### src/rtl/dds_pkg.sv
// dds_pkg: shared widths and FSM state type for the DAC SPI transmitter
// Provides DAC_W (sample width), FRAME_W (SPI word width), CTRL_W (control prefix width), spi_state_e.
package dds_pkg;
  localparam int DAC_W = 12;
  localparam int FRAME_W = 16;
  localparam int CTRL_W = 4;
  typedef enum logic [1:0] {IDLE, SHIFT, GAP} spi_state_e;
endpackage

### src/rtl/sclk_div.sv
// sclk_div: free-running half-period tick generator for the SPI clock
// Ports: clk, rst (sync, active high), clr (restart count), tick (high in last cycle of each DIV-cycle window).
module sclk_div #(
  parameter int DIV = 4
) (
  input  logic clk,
  input  logic rst,
  input  logic clr,
  output logic tick
);
  logic [7:0] cnt_q, cnt_d;
  assign tick = cnt_q == 8'(DIV - 1);
  always_comb cnt_d = (clr || tick) ? '0 : cnt_q + 8'd1;
  always_ff @(posedge clk) cnt_q <= rst ? '0 : cnt_d;
endmodule

### src/rtl/dac_spi_tx.sv
// dac_spi_tx: serialises 12-bit samples with a 4-bit control prefix to an SPI DAC (mode 0, MSB first)
// Inputs: sys_clk, sys_rst (sync, active high), din/din_valid sample handshake.
// Outputs: din_ready, dac_cs_n/dac_sclk/dac_mosi SPI pins, busy, frame_done (one-cycle end-of-frame pulse).
module dac_spi_tx
  import dds_pkg::*;
#(
  parameter int CLK_DIV = 4,
  parameter int CS_GAP = 2,
  parameter logic [CTRL_W-1:0] CTRL_BITS = 4'b0000
) (
  input  logic             sys_clk,
  input  logic             sys_rst,
  input  logic [DAC_W-1:0] din,
  input  logic             din_valid,
  output logic             din_ready,
  output logic             dac_cs_n,
  output logic             dac_sclk,
  output logic             dac_mosi,
  output logic             busy,
  output logic             frame_done
);
  spi_state_e state_q, state_d;
  logic [FRAME_W-1:0] sr_q, sr_d;
  logic [3:0] bit_q, bit_d;
  logic [7:0] gap_q, gap_d;
  logic cs_n_q, cs_n_d, sclk_q, sclk_d, busy_q, busy_d, done_q, done_d;
  logic accept, tick;
  // Ready is held low during reset so nothing is accepted on the reset edge.
  assign din_ready = state_q == IDLE && !sys_rst;
  assign accept = din_valid && din_ready;
  sclk_div #(.DIV(CLK_DIV)) u_div (
    .clk(sys_clk),
    .rst(sys_rst),
    .clr(accept),
    .tick(tick)
  );
  always_comb begin
    state_d = state_q;
    sr_d = sr_q;
    bit_d = bit_q;
    gap_d = gap_q;
    cs_n_d = cs_n_q;
    sclk_d = sclk_q;
    done_d = 1'b0;
    case (state_q)
      IDLE: if (accept) begin
        state_d = SHIFT;
        sr_d = {CTRL_BITS, din};
        bit_d = '0;
        cs_n_d = 1'b0;
        sclk_d = 1'b0;
      end
      SHIFT: if (tick) begin
        sclk_d = !sclk_q;
        // End of a high phase closes the bit; the zero fill leaves mosi low once all 16 bits are out.
        if (sclk_q) begin
          bit_d = bit_q + 4'd1;
          sr_d = {sr_q[FRAME_W-2:0], 1'b0};
          if (bit_q == 4'd15) begin
            state_d = GAP;
            cs_n_d = 1'b1;
            done_d = 1'b1;
            gap_d = '0;
          end
        end
      end
      GAP: begin
        gap_d = gap_q + 8'd1;
        state_d = gap_q == 8'(CS_GAP - 1) ? IDLE : GAP;
      end
      default: state_d = IDLE;
    endcase
    busy_d = state_d != IDLE;
  end
  always_ff @(posedge sys_clk) begin
    if (sys_rst) begin
      state_q <= IDLE;
      sr_q <= '0;
      bit_q <= '0;
      gap_q <= '0;
      cs_n_q <= 1'b1;
      sclk_q <= 1'b0;
      busy_q <= 1'b0;
      done_q <= 1'b0;
    end else begin
      state_q <= state_d;
      sr_q <= sr_d;
      bit_q <= bit_d;
      gap_q <= gap_d;
      cs_n_q <= cs_n_d;
      sclk_q <= sclk_d;
      busy_q <= busy_d;
      done_q <= done_d;
    end
  end
  assign dac_cs_n = cs_n_q;
  assign dac_sclk = sclk_q;
  assign dac_mosi = sr_q[FRAME_W-1];
  assign busy = busy_q;
  assign frame_done = done_q;
endmodule

### config.mk
export PLATFORM = sky130hd
export DESIGN_NAME = dac_spi_tx
export DESIGN_NICKNAME = d
export VERILOG_FILES = /design/src/rtl/dds_pkg.sv /design/src/rtl/sclk_div.sv /design/src/rtl/dac_spi_tx.sv
export SDC_FILE = /design/constraint.sdc
export NUM_CORES = 1
export LEC_CHECK = 0
export CAP_MARGIN = 15
export CELL_PAD_IN_SITES_DETAIL_PLACEMENT = 0
export CELL_PAD_IN_SITES_GLOBAL_PLACEMENT = 1
export CORE_UTILIZATION = 38
export CTS_CLUSTER_SIZE = 30
export DETAILED_ROUTE_END_ITERATION = 8
export GPL_TIMING_DRIVEN = 0
export PLACE_DENSITY = 0.79
export SYNTH_ARGS = -nofsm -noshare
export SYNTH_HDL_FRONTEND = slang
export SYNTH_SLANG_ARGS = --single-unit
### constraint.sdc
create_clock -name sys_clk -period 1.9 [get_ports sys_clk]
set_input_delay 0.38 -clock sys_clk [delete_from_list [all_inputs] [get_ports sys_clk]]
set_output_delay 0.38 -clock sys_clk [all_outputs]
set_load 0.1 [all_outputs]
After elaboration in Yosys (flattened, before gate mapping)
Index checks and enable logic that the tools add are counted.
- register bits after elaboration: 42
- output and inout bits: 6
- add/subtract/negate cells: 3
- equal/unequal tests: 9
- mux-type cells: 26
- bitwise operators: 3
- reduce and logical (&&, ||, !) cells: 15
- operator list (kind ; number):
    $mux W16 ; 3
    $pmux W16 S2 ; 1
    $mux W8 ; 3
    $add A8 B1 Y8 const B ; 2
    $pmux W8 S2 ; 1
    $mux W4 ; 3
    $mux W2 ; 5
    $eq A8 B1 Y1 const B ; 1
    $eq A8 B2 Y1 const B ; 1
    $pmux W4 S2 ; 1
    $reduce_and A4 Y1 ; 2
    $mux W1 ; 6
    $pmux W2 S3 ; 1
    $reduce_bool A2 Y1 ; 3
    $reduce_and A5 Y1 ; 1
    $add A4 B1 Y4 const B ; 1
    $eq A4 B4 Y1 const B ; 1
    $ne A2 B1 Y1 const B ; 2
    $ne A2 B2 Y1 const B ; 2
    $pmux W1 S2 ; 2
    $reduce_or A4 Y1 ; 1
    $not A1 Y1 ; 3
    $reduce_and A3 Y1 ; 1
    $eq A2 B1 Y1 const B ; 1
    6 further kinds ; 8

Logic depth before layout (Yosys ltp)
Gate-level depths: netlist of run 1.
- word-level depth: 6
- depth in mapped cells: 7
- gate-level depth less buffers: 6

Hierarchy
A second synthesis of run 1 with hierarchy kept.
- cells, all modules: 208
- area total of the unflattened synthesis: 1974.4 um^2
- modules (own cells, without submodules) (module ; times used ; cells each ; area each (um^2) ; seq. area each (um^2)):
    dac_spi_tx ; 1 ; 171 ; 1624.1 ; 680.7
    sclk_div ; 1 ; 37 ; 350.3 ; 160.2

Worst setup path after synthesis of run 1
Ideal clock, no wire load.
- path type: input to output
- start point: input port sys_rst
- end point: output port din_ready
- arrival time: 2.800 ns
- path slack: -1.280 ns
- stages: 3
- cells stage by stage: clkbuf_1 -> clkbuf_1 -> nor3_1
- word-level cells in the longest chain between the ends: 2
- RTL lines (element ; line ; RTL):
    start, declared ; dac_spi_tx.sv:12 ; input logic sys_rst,
    $logic_not A1 Y1 ; dac_spi_tx.sv:29 ; assign din_ready = state_q == IDLE && !sys_rst;
    $logic_and A1 B1 Y1 ; dac_spi_tx.sv:29 ;
    end, declared ; dac_spi_tx.sv:15 ; output logic din_ready,
Every way passes these cells.

Final worst setup path of run 1
- start point: register sr_q[15]
- end point: output port dac_mosi
- RTL lines (element ; line ; RTL):
    start, declared ; dac_spi_tx.sv:23 ; logic [FRAME_W-1:0] sr_q, sr_d;
    start signal, assigned ; dac_spi_tx.sv:87 ; sr_q <= sr_d;
    end, declared ; dac_spi_tx.sv:18 ; output logic dac_mosi,
No word-level cell between the ends.

==> impl_results.md, run 1 <==
- DR WL/cell: 13.4 um
- CTS Buf Count: 5
- PD cells: 700 nW/um2
- DRC: 0
- Crit share post-route: 0.973
- Register bit total from synthesis: 42
- Vias: 1709
- FF-to-FF setup slack: 0.08 ns
- Sequential area share after synthesis: 0.435
- Setup crit end kind: output port
- CP max-delay cell: dlygate4sd2_1
- # IOs: 21
- Global placer's final weighted congestion: 0.785
- Crit Path Class: flip-flop to output port
- Setup violations, final: 0
- Max-slew violations: 0
- Drt pass-1 iters: 4
- Final Core Density: 0.506
- Crit start category: flip-flop
- Final #Nets: 275
- CTS max path bufs: 2
- Least-Margin Pin Slew: 0.949 ns
- Core Rows: 25
- Status: completed
- Antenna violations before repair: 0
- Main flop type after synthesis: dfxtp_1
- Final Non-Filler Cells: 323
- Clock Sinks: 42
- Top delay family on crit path: buffers and inverters
- Count of flip-flops with a built-in enable after synthesis: 0
- Static leakage: 0.886 nW
- Clock Root Buffer: clkbuf_8
- Crit-path max cell delay: 0.85 ns
- Ant. Diodes: 0
- Die Y: 73.3 um
- Tmin final: 1.85 ns
- Arr. time, crit path: 1.47 ns
- Post-DP HPWL: 2.87 mm
- Commonest non-fill, non-tap cell in the layout: dfxtp_1
- Cell count after placement: 311
- Grt total ovfl: 0
- CTS tree: yes
- Pin count of the biggest net entering global routing: 13
- Clk Latency, worst-skew pair: 0.29 ns
- Vias in the first global route: 1562
- CTS H-tree depth: 2
- Total die area: 5380 um2
- IO Port Bufs: 20
- Max_slew headroom: 0.370
- Layout area overhead: 26.1%
- Reg clk slew, reported paths: 0.08 ns
- Avg Synthesized Cell Area: 8.63 um2
- Vias/cell: 5.29
- Post-synth cell types: 43
- Post-synthesis cell area: 1930 um2
- Synth Instances: 224
- DRT antenna net count: 0
- Worst vdd ir: 0.323 mV
- First-pass GRT wire length: 7.41 mm
- Layout cells sized above 1: 0.164
- Hold Path Class: flip-flop to flip-flop
- Initial drt markers: 69
- Async SR Flop Fraction: 0
- FILL cells: 489
- Initial Util: 0.401
- Max Clock Skew: 0.00581 ns
- GRT Overall Usage: 0.179
- Number of synthesis warnings: 0
- Post-synthesis net count: 243
- Max Clk Rate: 541 MHz
- Critical Path RT: 1.52 ns
- Hold Fails Final Rpt: 0
- Crit path buffers/inverters: 1
- Crit-path cells: dlygate4sd2_1
- Die Width: 73.3 um
- Most frequent cells in the layout: dfxtp_1 (39), nand2_1 (32), nor3_1 (15), nor2_1 (15), a21oi_1 (14)
- Max-cap violations: 0
- Core area: 4820 um2
- CP Max Fanout: 2
- Final WL: 4.34 mm
routing by layer:
metal | GRT usage | routed length, um | part of all wire
met1 | 0.249 | 2260 | 0.52
met2 | 0.270 | 1810 | 0.42
met3 | 0.0466 | 205 | 0.047
met4 | 0.0577 | 57 | 0.013
met5 | 0 | 0 | 0
final timing paths:
check	startpoint	to	cells past startpoint
worst max-delay path	sr_q[15]	dac_mosi	1
worst min-delay path	u_div.cnt_q[0]	u_div.cnt_q[0]	1
worst max register to register	gap_q[1]	busy	6
worst min register to register	u_div.cnt_q[0]	u_div.cnt_q[0]	1
layout make-up:
type | count | area [um2] | share of cell area
multi-input combinational | 165 | 1070 | 0.441
sequential | 42 | 847 | 0.347
clock buffer | 7 | 86.3 | 0.0354
timing repair buffer | 27 | 248 | 0.102
tap | 67 | 83.8 | 0.0344
inverter | 4 | 15.0 | 0.00616
buffer | 11 | 83.8 | 0.0344
cell usage after synthesis (2+ instances only):
| master | n | area [um2] |
|---|---|---|
| nor2b_1 | 2 | 12.5 |
| nor2_1 | 15 | 56.3 |
| dfxtp_1 | 42 | 841 |
| and3_1 | 2 | 12.5 |
| clkbuf_1 | 8 | 30.0 |
| nand3_1 | 11 | 55.1 |
| or3_1 | 3 | 18.8 |
| o21ai_0 | 6 | 30.0 |
| and4_1 | 3 | 26.3 |
| a311oi_1 | 11 | 96.3 |
| nand2_1 | 33 | 124 |
| inv_1 | 3 | 11.3 |
| nand4_1 | 10 | 62.6 |
| buf_2 | 3 | 15.0 |
| nor4_1 | 2 | 12.5 |
| a21oi_1 | 14 | 70.1 |
| ha_1 | 4 | 50.1 |
| xor2_1 | 5 | 43.8 |
| xnor2_1 | 5 | 43.8 |
| nand2b_1 | 4 | 25.0 |
| nor3_1 | 16 | 80.1 |
cells by family (layout without fill, tap and decap cells):
kind of cell	after synthesis	count (layout)	share of synthesized area
buffers and inverters	17	49	0.0408
and+or+nand+nor	108	108	0.290
muxes	1	1	0.00518
adders and majority gates	4	4	0.0259
DFF	42	42	0.435
xor gates and xnor gates	10	10	0.0453
AOI/OAI and AO/OA	42	42	0.158
state kept, by name, summed over array words and instances (netlist names):
signal / count
sr_q: 16
bit_q: 4
frame_done: 1
busy: 1
u_div.cnt_q: 8
gap_q: 8
dac_sclk: 1
dac_cs_n: 1
state_q: 2
metrics by stage:
stage	TNS, ns	area (um2)	setup WS, ns	hold WS (ns)	power, mW
finish	0	2440	0.0505	0.428	1.71
global route	-0.0490	2440	-0.0240	0.449	1.79
CTS	0	2400	0.00516	0.463	1.72
detailed placement	-10.29	2240	-1.13	0.454	1.14
global placement	-9.80	2240	-1.15	0.431	1.14
floorplan	0	1960	0.0194	0.418	1.07
report_power, final:
group	switching, mW	leakage, nW	internal, mW
combinational	0.123	0.498	0.0843
sequential	0.0180	0.343	0.905
clock	0.288	0.0443	0.288
total	0.430	0.886	1.28
timing repair:
action	CTS	global route
hold buffers	0	0
setup buffers	5	2
gates resized for setup	25	16
endpoints found under the setup margin	28	21
pin swaps	2	3
Power figures use the tool's default switching activity.
==> run 2: changes to the inputs <==
--- a/config.mk
+++ b/config.mk
@@ -5,9 +5,11 @@
 export SDC_FILE = /design/constraint.sdc
 export NUM_CORES = 1
 export LEC_CHECK = 0
+export ABC_CLOCK_PERIOD_IN_PS = 1900
 export CAP_MARGIN = 15
 export CELL_PAD_IN_SITES_DETAIL_PLACEMENT = 0
 export CELL_PAD_IN_SITES_GLOBAL_PLACEMENT = 1
+export CORE_MARGIN = 2
 export CORE_UTILIZATION = 38
 export CTS_CLUSTER_SIZE = 30
 export DETAILED_ROUTE_END_ITERATION = 8
==> run 2 against run 1 <==
Against the previous run: count of clock-buffer cells in the layout fell by 1; clock skew increased by 0.00095 ns; sequential share of layout area decreased by 0.27 points; die area up 5.5%; wire length up 0.14%; sequential power is essentially flat; fmax decreased by 0.85%; via count hardly changed; critical path depth stayed put; setup slack worse by 0.016 ns; hold slack got worse by 0.0066 ns; critical path type unchanged; highest routed layer unchanged.
==> impl_results.md, run 2 (same netlist as run 1, synthesis figures left out) <==
- Status: completed (unchanged)
- FF-to-FF setup slack: 0.11 ns (was 0.08 ns)
- CTS tree: yes (unchanged)
- DRC: 0 (unchanged)
- Hold Fails Final Rpt: 0 (unchanged)
- Dpl ws: -1.13 ns (about the same)
- Final WL: 4.35 mm (was 4.34 mm)
- Hold path endpoint: u_div.cnt_q[0] (unchanged)
- Top reg by flops: sr_q (unchanged)
- Reg clk slew, reported paths: 0.07 ns (was 0.08 ns)
- Die Width: 75.3 um (was 73.3 um)
- Crit-path max cell delay: 0.82 ns (was 0.85 ns)
- Crit-path cells: clkdlybuf4s15_1 (was dlygate4sd2_1)
- Reg-to-reg critical path startpoint: u_div.cnt_q[0] (was gap_q[1])
- DRT antenna net count: 0 (unchanged)
- Max_slew headroom: 0.364 (was 0.370)
- DR WL/cell: 13.5 um (was 13.4 um)
- First-pass GRT wire length: 7.58 mm (was 7.41 mm)
- Total negative slack: 0 ns (unchanged)
- Initial drt markers: 90 (was 69)
- IO Port Bufs: 20 (unchanged)
- Critical Path RT: 1.52 ns (about the same)
- Global placer's final weighted congestion: 0.777 (was 0.785)
- Clock power frac: 0.332 (was 0.338)
- Clk Latency, worst-skew pair: 0.29 ns (about the same)
- Post-DP HPWL: 2.92 mm (was 2.87 mm)
- Ant. Diodes: 0 (unchanged)
- Largest regs: sr_q: 16 flops, gap_q: 8 flops, u_div.cnt_q: 8 flops (unchanged)
- Hold Path Stages: 1 (unchanged)
- Setup crit end kind: output port (unchanged)
- Core area: 4820 um2 (unchanged)
- Layout area overhead: 27.7% (was 26.1%)
- Commonest non-fill, non-tap cell in the layout: dfxtp_1 (unchanged)
- Antenna violations before repair: 0 (unchanged)
- GRT Overall Usage: 0.173 (was 0.179)
- P_int: 1.27 mW (was 1.28 mW)
- Power, Total: 1.70 mW (was 1.71 mW)
- Cell count after placement: 311 (unchanged)
- Clock Sinks: 42 (unchanged)
- Vias/cell: 5.29 (about the same)
- Startpoint of the worst hold path: u_div.cnt_q[0] (unchanged)
- Grt total ovfl: 0 (unchanged)
- PD cells: 689 nW/um2 (was 700 nW/um2)
- CTS max path bufs: 2 (unchanged)
- Die Y: 75.3 um (was 73.3 um)
- Most frequent cells in the layout: dfxtp_1 (38), nand2_1 (32), nor2_1 (15) (was dfxtp_1 (39), nand2_1 (32), nor3_1 (15), nor2_1 (15), a21oi_1 (14))
- CTS H-tree depth: 2 (unchanged)
- Core Rows: 25 (unchanged)
- Layout cells sized above 1: 0.172 (was 0.164)
- Crit start category: flip-flop (unchanged)
- Worst R2R End: sr_q[11] (was busy)
- Least-Margin Pin Slew: 0.957 ns (was 0.949 ns)
- CTS Buf Count: 5 (unchanged)
- Total die area: 5670 um2 (was 5380 um2)
- Net Sw Frac: 0.251 (was 0.252)
- Tmin final: 1.87 ns (was 1.85 ns)
- Max-cap violations: 0 (unchanged)
- Comb power frac: 0.126 (was 0.122)
- Max Clock Skew: 0.00676 ns (was 0.00581 ns)
- Static leakage: 0.894 nW (was 0.886 nW)
- Max Clk Rate: 536 MHz (was 541 MHz)
- Worst Reg-to-Reg Cells: 8 (was 6)
- Drt pass-1 iters: 4 (unchanged)
- Setup violations, final: 0 (unchanged)
- Crit Path Class: flip-flop to output port (unchanged)
- P_sw: 0.426 mW (was 0.430 mW)
- Crit share post-route: 0.982 (was 0.973)
- Arr. time, crit path: 1.49 ns (was 1.47 ns)
- Hold_ws: 0.421 ns (was 0.428 ns)
- Worst vdd ir: 0.276 mV (was 0.323 mV)
- Hold Path Class: flip-flop to flip-flop (unchanged)
- Final Non-Filler Cells: 323 (unchanged)
- Clock Root Buffer: clkbuf_8 (unchanged)
- Max-slew violations: 0 (unchanged)
- Initial Util: 0.401 (unchanged)
- Sequential share of power: 0.542 (was 0.540)
- CP Max Fanout: 7 (was 2)
- Worst setup margin: 0.0347 ns (was 0.0505 ns)
- Flip-flop count of the largest register after layout: 16 (unchanged)
- Top delay family on crit path: buffers and inverters (unchanged)
- Vias: 1708 (was 1709)
- Final #Nets: 276 (was 275)
- # IOs: 21 (unchanged)
- CP max-delay cell: clkdlybuf4s15_1 (was dlygate4sd2_1)
- Pin count of the biggest net entering global routing: 13 (unchanged)
- Vias in the first global route: 1645 (was 1562)
- Crit path buffers/inverters: 1 (unchanged)
[run 2: metrics by stage]
stage / utilization / area [um2]
after global placement: 0.466 / 2240
after floorplan: - / 1960
after global routing: 0.512 / 2470
final: 0.512 / 2470
after CTS: 0.498 / 2400
after detailed placement: 0.466 / 2240
[run 2: layout make-up]
type                       count  area [um2]
timing repair buffer          28         270
fill                         476        2350
clock buffer                   6        82.6
tap                           67        83.8
sequential                    42         851
buffer                        11        83.8
multi-input combinational    165        1080
inverter                       4        15.0
[run 2: power groups by stage]
stage / Sequential, mW / Combinational, mW / Clock [mW]
floorplan: 0.965 / 0.106 / 0
global placement: 0.941 / 0.199 / 0
detailed placement: 0.942 / 0.199 / 0
CTS: 0.922 / 0.208 / 0.581
global route: 0.926 / 0.238 / 0.617
finish: 0.922 / 0.215 / 0.564
[run 2: metal layers]
layer / wire, um / vias to the layer above / track usage
met2: 1890 / 27 / 0.262
met4: 23 / 0 / 0.0526
met3: 152 / 2 / 0.0463
li1: - / 882 / -
met5: 0 / - / 0
met1: 2280 / 797 / 0.243
[run 2: worst max-delay path by stage]
stage,from,to,slack (ns),depth (start not counted)
2_1_floorplan,sys_rst,din_ready,0.02,3
3_3_place_gp,sys_rst,din_ready,-1.14,5
3_5_place_dp,sys_rst,din_ready,-1.13,5
4_1_cts,state_q[0],din_ready,0.01,3
5_1_grt,u_div.cnt_q[1],sr_q[11],-0.04,8
6_report,dac_sclk,dac_sclk,0.03,1
[run 2: timing repair]
action / CTS / global route
setup buffers: 5 / 3
endpoints found under the setup margin: 29 / 19
hold buffers: 0 / 0
pin swaps: 2 / 3
gates resized for setup: 25 / 20
